### src/rtl/mux_scan_n.sv
// Registered N:1 multiplexer with a manual channel select and an auto-scan
// sequencer that holds each channel for DWELL cycles.
module mux_scan_n #(
    parameter int N_CH  = 8,
    parameter int W     = 1,
    parameter int SEL_W = $clog2(N_CH),
    parameter int DWELL = 1
) (
    input  logic                clk,
    input  logic                rst_n,
    input  logic                En,
    input  logic                Mode,
    input  logic [SEL_W-1:0]    Sel,
    input  logic [N_CH*W-1:0]   A,
    output logic [W-1:0]        F,
    output logic [SEL_W-1:0]    Ch,
    output logic                Valid,
    output logic                Wrap,
    output logic                Err
);

    typedef enum logic [1:0] {IDLE, MANUAL, SCAN} state_t;

    localparam logic [SEL_W:0]   NCH_EXT  = (SEL_W+1)'(N_CH);
    localparam logic [SEL_W-1:0] LAST_IDX = SEL_W'(N_CH - 1);
    localparam logic [15:0]      LAST_CNT = 16'(DWELL - 1);

    state_t            state;
    state_t            next_state;
    logic [SEL_W-1:0]  idx;
    logic [15:0]       cnt;

    logic [SEL_W-1:0]  pos_idx;
    logic [15:0]       pos_cnt;
    logic              sel_oob;

    logic [W-1:0]      f_n;
    logic [SEL_W-1:0]  ch_n;
    logic              valid_n;
    logic              wrap_n;
    logic              err_n;
    logic [SEL_W-1:0]  idx_n;
    logic [15:0]       cnt_n;

    function automatic logic [W-1:0] pick(input logic [SEL_W-1:0] i);
        logic [W-1:0] v;
        v = '0;
        for (int k = 0; k < N_CH; k++) begin
            if (i == SEL_W'(k)) begin
                v = A[k*W +: W];
            end
        end
        return v;
    endfunction

    always_ff @(posedge clk) begin
        if (!rst_n) begin
            state <= IDLE;
        end else begin
            state <= next_state;
        end
    end

    always_comb begin
        next_state = state;
        if (!En) begin
            next_state = IDLE;
        end else if (Mode) begin
            next_state = SCAN;
        end else begin
            next_state = MANUAL;
        end
    end

    assign sel_oob = ({1'b0, Sel} >= NCH_EXT);

    // idx/cnt name the scan position currently on the outputs; only a cycle
    // already in SCAN advances it, so resuming from IDLE re-shows the frozen one.
    always_comb begin
        pos_idx = idx;
        pos_cnt = cnt;
        if (state == SCAN) begin
            if (cnt == LAST_CNT) begin
                pos_cnt = '0;
                pos_idx = (idx == LAST_IDX) ? '0 : idx + 1'b1;
            end else begin
                pos_cnt = cnt + 16'd1;
            end
        end

        f_n     = F;
        ch_n    = Ch;
        err_n   = Err;
        valid_n = 1'b0;
        wrap_n  = 1'b0;
        idx_n   = idx;
        cnt_n   = cnt;

        case (next_state)
            MANUAL: begin
                f_n     = sel_oob ? '0 : pick(Sel);
                ch_n    = Sel;
                err_n   = sel_oob;
                valid_n = 1'b1;
                idx_n   = '0;
                cnt_n   = '0;
            end
            SCAN: begin
                f_n     = pick(pos_idx);
                ch_n    = pos_idx;
                err_n   = 1'b0;
                valid_n = 1'b1;
                wrap_n  = (pos_idx == LAST_IDX) && (pos_cnt == LAST_CNT);
                idx_n   = pos_idx;
                cnt_n   = pos_cnt;
            end
            default: begin
            end
        endcase
    end

    always_ff @(posedge clk) begin
        if (!rst_n) begin
            F     <= '0;
            Ch    <= '0;
            Valid <= 1'b0;
            Wrap  <= 1'b0;
            Err   <= 1'b0;
            idx   <= '0;
            cnt   <= '0;
        end else begin
            F     <= f_n;
            Ch    <= ch_n;
            Valid <= valid_n;
            Wrap  <= wrap_n;
            Err   <= err_n;
            idx   <= idx_n;
            cnt   <= cnt_n;
        end
    end

endmodule

### config.mk
export PLATFORM = sky130hd
export DESIGN_NAME = mux_scan_n
export DESIGN_NICKNAME = d
export VERILOG_FILES = /design/src/rtl/mux_scan_n.sv
export SDC_FILE = /design/constraint.sdc
export NUM_CORES = 1
export LEC_CHECK = 0
export ABC_AREA = 0
export BUFFER_PORTS_ARGS = -buffer_cell sky130_fd_sc_hd__buf_4
export CORE_AREA = 2 2 58 60
export CTS_CLUSTER_SIZE = 28
export DETAILED_ROUTE_END_ITERATION = 10
export DIE_AREA = 0 0 60 62
export PLACE_DENSITY_LB_ADDON = 0.25
export SYNTH_ARGS = -nofsm -noshare
export SYNTH_HDL_FRONTEND = slang
export SYNTH_SLANG_ARGS = --single-unit
### constraint.sdc
create_clock -name clk -period 6.5 [get_ports clk]
set_input_delay 1.3 -clock clk [delete_from_list [all_inputs] [get_ports clk]]
set_output_delay 1.3 -clock clk [all_outputs]
set_load 0.1 [all_outputs]
==> impl_summary.log <==
INFO  metric hold_buffers = 0
INFO  metric drive_gt1_share = around 17%
INFO  metric status = finished, final reports clean
INFO  metric synth-edff-count = 0
INFO  metric worstPathArrival = ~3.0 ns
INFO  metric leakagePower = between 0.7 and 0.8 nW
INFO  metric gr-max-usage-layer = met2
INFO  metric setup_slack = 3.74 ns
INFO  metric die_area = roughly 3700 um2
INFO  metric vias_per_cell = 5.87
INFO  metric globalRoute.totalOverflow = 0
INFO  metric layout.nets = between 200 and 300
INFO  metric grt.met1_usage = 34.7%
INFO  metric clk-insertion-delay-late = 0.34 ns
INFO  metric crit-reg2reg-capture = F
INFO  metric type_of_the_worst_setup_path = input pin to flop
INFO  metric ys_dominant_reg_cell = sky130_fd_sc_hd__dfxtp_1
INFO  metric tritoncts_clock_tree = done
INFO  metric pin_count = 22
INFO  metric drv_slew = 0
INFO  metric port_buffers = 20
INFO  metric required = 6.70 ns
INFO  metric routed_wl = 3.90 mm
INFO  metric n_fill_cell = 289
INFO  metric detail_route.iter0.violations = 73
INFO  metric finalCritPeriodShare = 42.5%
INFO  metric dpl_worst_slack = 3.39 ns
INFO  metric cts_max_level = 1
INFO  metric die_width = approximately 60 um
INFO  metric critical_path.cell_chain = buf_4, nand2_1, inv_1, nand2_1, clkinv_1, o21ai_1, a41oi_1, o21ai_0, o41ai_1
INFO  metric max_cap_viol_count = 0
INFO  metric final_cell_count_no_fill = 284
INFO  metric number_of_antenna_cells_inserted = 0
INFO  metric kind_of_end_point_of_the_critical_path = flop
INFO  metric cts.repair_timing.setup_buffer_count = 0
INFO  metric firstDrtPassIters = 4
INFO  metric ys_top_cells_by_count = sky130_fd_sc_hd__dfxtp_1 (27), sky130_fd_sc_hd__nand2_1 (27), sky130_fd_sc_hd__o21ai_0 (26), sky130_fd_sc_hd__nor2_1 (17), sky130_fd_sc_hd__nand3_1 (8)
INFO  metric grt_start_max_net_pins = 17
INFO  metric antenna_violating_nets_post_route = 0
INFO  metric timing.clock.skew = 0.00456 ns
INFO  metric yosysSeqAreaShare = 29.7%
INFO  metric worst_r2r_path_depth = 8
INFO  metric worst_setup_path_start_kind = input pin
INFO  metric synth.top_cell.area_share = 29.7%
INFO  metric cp_top_family = compound AO/OA/AOI/OAI gates
INFO  metric ir_drop = about 120 uV
INFO  metric cp_common_cell = sky130_fd_sc_hd__nand2_1
INFO  metric worstMarginPinSlew = 1.06 ns
INFO  metric clk_pin_slew = 0.15 ns
INFO  metric setup_viol_count_final = 0
INFO  metric cts_buffers = 3
INFO  metric first_global_vias = around 1500
INFO  metric placement_rows = 21
INFO  metric coreArea = 3180 um2
INFO  metric min-delay-path-class = flop to flop
INFO  metric timing.critical_path.slowest_cell_delay = around 0.63 ns
INFO  metric finish.instance_area = between 1500 and 2000 um2
INFO  metric synth_area_leader_cell = sky130_fd_sc_hd__dfxtp_1
INFO  metric post_synth_instance_area = approximately 1800 um2
INFO  metric worst_hold_slack = 0.490 ns
INFO  metric hold-path-cell-count = 2
INFO  metric cts.path.max_buffers = 2
INFO  metric cts_sinks = 27
INFO  metric post_synth_inst_count = 225
INFO  metric slew_headroom = 29.2%
INFO  metric area_delta_synth_final = 9.75%
INFO  metric syn-mean-instance-area = 8.10 um2
INFO  metric vias = 1668
INFO  metric min_period = 2.76 ns
INFO  metric post_cts_resized = 0
INFO  metric yosys_warnings = 0
INFO  metric layout.core_utilization = 62.9%
INFO  metric postSynthRegisterBits = 27
INFO  metric place.detailed.instances = 280
INFO  metric totalPowerFinal = around 300 uW
INFO  metric synth_cell_type_count = 56
INFO  metric groute.layer.met3.usage = between 2 and 3%
INFO  metric met2_usage = between 30 and 40%
INFO  metric crit_fanout = 16
INFO  metric antenna_violations_before_repair = 0
INFO  metric rsz0062_at_grt = no
INFO  metric chipHeight = 62 um
INFO  metric rr_startpoint = cnt[0]
INFO  metric cp.buffers_inverters = 3
INFO  metric power_density = 148 nW/um2
INFO  metric setup_slack_of_the_most_critical_reg_to_reg_path = 3.98 ns
INFO  metric setup_total_negative_slack = 0 ns
INFO  metric synth_async_sr_flop_share = 0%
INFO  metric gp_congestion = 0.868
INFO  metric start_util = 57.3%
INFO  metric drc = 0
INFO  metric cell_area_placed = 1970 um2
INFO  metric postSynthNetCount = between 200 and 250
INFO  metric hold_path.startpoint = Ch[2]
INFO  metric ctsRootBufferMaster = sky130_fd_sc_hd__clkbuf_4
INFO  metric min_delay_worst_endpoint = Ch[2]
INFO  metric grt_first_pass_wirelength = 6.76 mm
INFO  metric critical-path-slowest-cell = sky130_fd_sc_hd__o21ai_1
INFO  metric grt_usage = 23.9%
INFO  metric final_hold_violation_count = 0
INFO  metric dp_hpwl = 2.94 mm
INFO  metric detail_route.wl_per_cell = between 10 and 15 um
INFO  metric main_area_contributors_after_synthesis = sky130_fd_sc_hd__dfxtp_1 (30%), sky130_fd_sc_hd__o21ai_0 (7.1%), sky130_fd_sc_hd__nand2_1 (5.6%)
INFO  metric maxClockFrequency = between 300 and 400 MHz
[layer usage]
metal  wire (um)  share of wire [%]
met5           0                  0
met4          51                1.3
met3         137                3.5
met2        1740                 45
met1        1960                 50
[final cells by class]
cell class	count	area [um2]	share of cell area, %
clock buffer	4	26.3	1.31
inverter	8	30.0	1.50
multi-input combinational	179	1190	59.8
sequential	27	541	27.0
tap	46	57.6	2.88
timing repair buffer	20	150	7.51
[kinds of logic after synthesis]
family,synth area share (%)
AOI/OAI and AO/OA,21.7
xor gates and xnor gates,4.33
and+or+nand+nor,31.8
DFF,29.7
other,0.206
adders and majority gates,2.75
buffers and inverters,4.74
muxes,4.81
[cells in the final DEF, fill, tap and decap left out, types with 4 or more instances in the layout]
master / n
sky130_fd_sc_hd__dfxtp_1: 27
sky130_fd_sc_hd__nand2_1: 27
sky130_fd_sc_hd__o21ai_0: 26
sky130_fd_sc_hd__buf_4: 20
sky130_fd_sc_hd__nor2_1: 17
sky130_fd_sc_hd__nand3_1: 8
sky130_fd_sc_hd__inv_1: 7
sky130_fd_sc_hd__nand2b_1: 6
sky130_fd_sc_hd__a21boi_0: 6
sky130_fd_sc_hd__xnor2_1: 6
sky130_fd_sc_hd__nor2b_1: 5
sky130_fd_sc_hd__a21oi_1: 5
sky130_fd_sc_hd__and3_1: 5
sky130_fd_sc_hd__or2_2: 4
sky130_fd_sc_hd__ha_1: 4
[worst reg2reg max path, delay by kind of cell (launching register included)]
family	cells	cell delay [ns]
and+or+nand+nor	4	1.35
DFF	1	0.38
AOI/OAI and AO/OA	2	0.45
buffers and inverters	1	0.09
adders and majority gates	1	0.15
[state kept, by name (all words and copies together) (netlist names)]
signal	cells
cnt	16
state	2
F	1
Valid	1
Wrap	1
idx	3
Ch	3
[how the worst max path moves through the flow]
stage               endpoint  start  cells past startpoint  slack [ns]
finish               cnt[14]     En                      9        3.74
global placement     cnt[14]     En                      9        3.46
detailed placement   cnt[14]     En                      9        3.39
floorplan             cnt[6]   Mode                      8        3.79
CTS                   cnt[6]     En                      9        3.77
global route         cnt[14]     En                      9        3.48
[where the power goes]
part / total (mW) / internal (mW) / switching [mW] / leakage (nW)
clock: 0.0760 / 0.0242 / 0.0518 / 0.0150
sequential: 0.169 / 0.168 / 0.00137 / 0.219
combinational: 0.0512 / 0.0182 / 0.0330 / 0.520
Power figures use the tool's default switching activity.
